`src/rtl/gate_test_sequencer.sv`:
```
// Purpose: drives the four {a,b} combinations into a 2-input gate, samples its output after SETTLE cycles and scores it against a truth table.
// Latency: a run takes 4*(SETTLE+1) edges from accepted start to the done cycle; IDLE again one edge after done.
// Backpressure: none; start is only looked at in IDLE, so requests while busy or finishing are dropped.
// Optional feature: define GATE_SEQ_FAIL_CAPTURE_EN to add fail_valid/fail_vec (first mismatching vector).
module gate_test_sequencer #(
  parameter int unsigned SETTLE = 2
) (
  input  logic       clk,
  input  logic       rst_n,
  input  logic       start,
  input  logic [3:0] expected,
  output logic       gate_a,
  output logic       gate_b,
  input  logic       gate_c,
  output logic       busy,
  output logic       done,
  output logic       pass,
`ifdef GATE_SEQ_FAIL_CAPTURE_EN
  output logic       fail_valid,
  output logic [1:0] fail_vec,
`endif
  output logic [2:0] err_count
);

  // SETTLE must fit the 4-bit settle counter and be at least one cycle
  if (SETTLE < 1 || SETTLE > 15) begin : g_bad_settle
    $error("gate_test_sequencer: SETTLE must be in 1..15");
  end

  typedef enum logic [1:0] {
    ST_IDLE   = 2'd0,
    ST_WAIT   = 2'd1,
    ST_SAMPLE = 2'd2,
    ST_FINISH = 2'd3
  } state_t;

  localparam logic [3:0] CNT_LAST = 4'(SETTLE - 1);

  state_t     state_q, state_n;
  logic [1:0] vec_q, vec_n;
  logic [3:0] cnt_q, cnt_n;
  logic [3:0] exp_q, exp_n;
  logic [2:0] err_q, err_n;
  logic       pass_q, pass_n;
  logic       done_q, done_n;
  logic       mismatch;
`ifdef GATE_SEQ_FAIL_CAPTURE_EN
  logic       fvld_q, fvld_n;
  logic [1:0] fvec_q, fvec_n;
`endif

  // The gate output is scored against the table latched at start, never the live input
  assign mismatch = (gate_c != exp_q[vec_q]);

  // State register
  always_ff @(posedge clk or negedge rst_n) begin
    if (!rst_n) state_q <= ST_IDLE;
    else        state_q <= state_n;
  end

  // Next-state and datapath updates; defaults hold every register
  always_comb begin
    state_n = state_q;
    vec_n   = vec_q;
    cnt_n   = cnt_q;
    exp_n   = exp_q;
    err_n   = err_q;
    pass_n  = pass_q;
    done_n  = 1'b0;
`ifdef GATE_SEQ_FAIL_CAPTURE_EN
    fvld_n  = fvld_q;
    fvec_n  = fvec_q;
`endif
    case (state_q)
      ST_IDLE: begin
        if (start) begin
          exp_n   = expected;
          vec_n   = 2'd0;
          cnt_n   = 4'd0;
          err_n   = 3'd0;
          pass_n  = 1'b0;
`ifdef GATE_SEQ_FAIL_CAPTURE_EN
          fvld_n  = 1'b0;
          fvec_n  = 2'd0;
`endif
          state_n = ST_WAIT;
        end
      end
      ST_WAIT: begin
        cnt_n = cnt_q + 4'd1;
        if (cnt_q == CNT_LAST) state_n = ST_SAMPLE;
      end
      ST_SAMPLE: begin
        // At most four increments, so the 3-bit count never wraps
        if (mismatch) begin
          err_n = err_q + 3'd1;
`ifdef GATE_SEQ_FAIL_CAPTURE_EN
          if (!fvld_q) begin
            fvld_n = 1'b1;
            fvec_n = vec_q;
          end
`endif
        end
        if (vec_q == 2'd3) begin
          // vec stays at 3 so the gate inputs rest at 2'b11 until the next start
          done_n  = 1'b1;
          pass_n  = (err_n == 3'd0);
          state_n = ST_FINISH;
        end else begin
          vec_n   = vec_q + 2'd1;
          cnt_n   = 4'd0;
          state_n = ST_WAIT;
        end
      end
      ST_FINISH: begin
        state_n = ST_IDLE;
      end
      default: state_n = ST_IDLE;
    endcase
  end

  // Datapath registers; reset aborts a run and suppresses done
  always_ff @(posedge clk or negedge rst_n) begin
    if (!rst_n) begin
      vec_q  <= 2'd0;
      cnt_q  <= 4'd0;
      exp_q  <= 4'd0;
      err_q  <= 3'd0;
      pass_q <= 1'b0;
      done_q <= 1'b0;
`ifdef GATE_SEQ_FAIL_CAPTURE_EN
      fvld_q <= 1'b0;
      fvec_q <= 2'd0;
`endif
    end else begin
      vec_q  <= vec_n;
      cnt_q  <= cnt_n;
      exp_q  <= exp_n;
      err_q  <= err_n;
      pass_q <= pass_n;
      done_q <= done_n;
`ifdef GATE_SEQ_FAIL_CAPTURE_EN
      fvld_q <= fvld_n;
      fvec_q <= fvec_n;
`endif
    end
  end

  assign gate_a    = vec_q[1];
  assign gate_b    = vec_q[0];
  assign busy      = (state_q != ST_IDLE);
  assign done      = done_q;
  assign pass      = pass_q;
  assign err_count = err_q;
`ifdef GATE_SEQ_FAIL_CAPTURE_EN
  assign fail_valid = fvld_q;
  assign fail_vec   = fvec_q;
`endif

endmodule
```
`config.mk`:
```
export PLATFORM = sky130hd
export DESIGN_NAME = gate_test_sequencer
export DESIGN_NICKNAME = d
export VERILOG_FILES = /design/src/rtl/gate_test_sequencer.sv
export SDC_FILE = /design/constraint.sdc
export NUM_CORES = 1
export LEC_CHECK = 0
export CAP_MARGIN = 25
export CORE_MARGIN = 2
export CORE_UTILIZATION = 50
export DETAILED_ROUTE_END_ITERATION = 8
export PLACE_DENSITY_LB_ADDON = 0.2
export SETUP_SLACK_MARGIN = 0.5
export SKIP_LAST_GASP = 1
export SYNTH_ARGS = -nofsm -noshare
export SYNTH_HDL_FRONTEND = slang
export SYNTH_SLANG_ARGS = --single-unit
```
`constraint.sdc`:
```
create_clock -name clk -period 2.2 [get_ports clk]
set_input_delay 0.44 -clock clk [delete_from_list [all_inputs] [get_ports clk]]
set_output_delay 0.44 -clock clk [all_outputs]
set_load 0.05 [all_outputs]
```
==> results.toml <==
[layout]
final_nets = 116
n_fill_cell = 136
diodes = 0
mostFrequentLayoutCells = "dfrtp_1 (15), nand2_1 (8), o21ai_1 (8), clkdlybuf4s50_1 (7)"
final_common_cell = "dfrtp_1"
stdcell_count = 128
drive_gt1_frac = 0.1845
areaGrowthSynthToFinish_pct = 23.06

[route]
routed_wl_mm = 1.847
drt-wirelength-per-cell_microns = 14.43
dr.pass1.iters = 4
first_iter_violations = 11
vias_per_cell = 5.430
drtAntennaViolNets = 0
via_count = 695
drc = 0

[clocking]
cts_root_buffer = "clkbuf_4"
clkSinkCount = 17
cts_buffers = 3
clockBufferDepth = 2
cts_tree = "done"
h-tree-depth = 1
worstSkewPairLatency_ns = 0.29
hold_buffers = 0
clk_pin_slew_worst_paths_ns = 0.10

[timing]
fin_setup_tns_ns = 0
finalSetupViolCount = 0
timing.fmax_mhz = 595.8
min_period_over_period = 0.7629
maxSlewViolCount = 0
relSlewSlack = 0.6760
setup_ws_ns = 0.5217
hold_viol = 0
grt_setup_unrepaired = "true"
tightest_slew_ns = 0.4845
post-route-min-period_ns = 1.678
finalClockSkew_ns = 0.006691

[pwr]
power_density_nw_per_um2 = 1328
p_comb_frac = 0.508
netSwitchingFraction = 0.4411
vdd_drop_max_v = 0.0007039
p_leak_nw = 0.5010
p_clk_frac = 0.116
internal_power_uw = 822.8
p_seq_frac = 0.376
switchingPower_uw = 649.5

[critical_path]
cp-startpoint = "state_q[1]"
rr_endpoint = "pass"
crit_path_end_kind = "output pin"
r2r_cells = 4
worstSetupStartpointType = "register"
crit_type = "reg2out"
reg2reg_slack_ns = 0.54
cp_max_fo = 10
required_ns = 1.76
r2r-start = "vec_q[0]"
critPathArrivalTime_ns = 1.24

[synthesis]
ys_ff_latch = 17
ys_types = 32
ys_warn_count = 0
synth-seq-area-share = 0.4722
syn-num-nets = 95
syn_avg_cell_area_sq_um = 10.85
syn-cell-area_sq_um = 900.9
synth_cells = 83

[floorplanning]
die-area_sq_um = 2157
die_w_microns = 46.45
initial_core_util = 0.5275
io_pins = 16
fp.dieH_microns = 46.45
core-area_sq_um = 1708
rows = 15

[place]
dpl.hpwl_mm = 1.345
dpl_worst_slack_ns = 0.4949
portBuffers = 15
dpl.cell_count = 122
gp_congestion = 0.7779

[job]
maxCapViolations = 0

[grt]
antenna_found_initial = 0
track_usage = 0.2256
grt_start_max_net_pins = 13
grt-ovfl-total = 0
grt_pass1_wl_mm = 3.291
grt_pass1_vias = 708

[run_status]
status = "completed"

[worst_hold_path]
hold_path_class = "in2async"
## per-layer routing
layer  wire (microns)  part of all wire  track usage  vias to the layer above
li1                 -                 -            -                      337
met1              823              0.45       0.2978                      332
met2              898              0.49       0.3278                       20
met3               98             0.053      0.05490                        6
met4               27             0.015       0.1429                        0
met5                0                 0            0                        -
## repair_timing
| item | 4_1_cts | 5_1_grt |
|---|---|---|
| resized for setup | 14 | 4 |
| pin swaps | 0 | 2 |
| endpoints found under the setup margin | 8 | 6 |
| setup buffers | 0 | 2 |
## per-stage QoR
step | power, mW | hold WS, ns | area (sq um) | utilization
2_1_floorplan | 1.102 | 0.1444 | 902.1 | -
3_3_place_gp | 1.250 | 0.4729 | 1074 | 0.6286
3_5_place_dp | 1.279 | 0.4787 | 1074 | 0.6286
4_1_cts | 1.446 | 0.4761 | 1101 | 0.6447
5_1_grt | 1.589 | 0.5110 | 1109 | 0.6491
6_report | 1.472 | 0.4639 | 1109 | 0.6491
## worst max-delay path by stage
stage / end / slack (ns) / depth (start not counted)
finish: busy / 0.52 / 3
global route: pass / 0.46 / 4
CTS: err_count[0] / 0.45 / 1
detailed placement: err_count[0] / 0.49 / 1
global placement: err_count[2] / 0.53 / 1
floorplan: err_count[0] / 0.44 / 4
## cell usage after synthesis
master	count	area, sq um
a21boi_0	1	7.510
o21bai_2	1	11.26
o31ai_1	2	15.01
and2b_1	1	7.510
a21oi_1	2	10.01
xnor2_4	1	27.53
nor3_1	2	10.01
buf_4	2	15.01
mux2i_1	3	30.03
a22oi_1	1	7.510
mux2_1	4	45.04
nor3b_1	2	15.01
xor2_1	1	8.760
inv_1	4	15.01
nand2_2	1	6.260
ha_1	4	50.05
o211ai_1	1	7.510
inv_2	1	3.750
o21ai_0	2	10.01
o22ai_1	1	6.260
nand2b_1	1	6.260
nand2_1	8	30.03
clkinv_1	1	3.750
dfrtp_1	17	425.4
nor2_1	3	11.26
a22o_1	2	17.52
mux4_2	1	22.52
a31o_1	1	8.760
xnor2_1	1	8.760
nand3_1	2	10.01
o21ai_1	8	40.04
o21a_1	1	7.510
## state kept, by name, indices dropped and copies added (netlist names)
register,flops
cnt_q,4
exp_q,4
err_count,3
state_q,2
vec_q,2
done,1
pass,1
## cells by family after synthesis
group	Yosys count	synth area share
muxes	8	0.1083
AOI/OAI and AO/OA	23	0.1653
DFF	17	0.4722
buffers and inverters	8	0.04165
xor gates and xnor gates	3	0.05001
and+or+nand+nor	20	0.1070
adders and majority gates	4	0.05556
## layout make-up
cell class / count / area, sq um / share of cell area
Clock buffer: 4 / 26.28 / 0.02370
Inverter: 6 / 22.52 / 0.02032
Multi-Input combinational cell: 58 / 440.4 / 0.3973
Sequential cell: 17 / 427.9 / 0.3860
Tap cell: 25 / 31.28 / 0.02822
Timing Repair Buffer: 18 / 160.2 / 0.1445
## power by group through the flow
stage	clock network (mW)	registers [mW]	logic, mW
after floorplan	0	0.566	0.536
after global placement	0	0.551	0.699
after detailed placement	0	0.558	0.721
after CTS	0.175	0.556	0.715
after global routing	0.188	0.574	0.827
final	0.171	0.553	0.748
## critical path: stages (launching register included)
cell	delay, ns
dfrtp_1	0.51
nor2_2	0.19
inv_2	0.05
buf_4	0.18
Note: power is estimated with default switching activity, not from simulation.
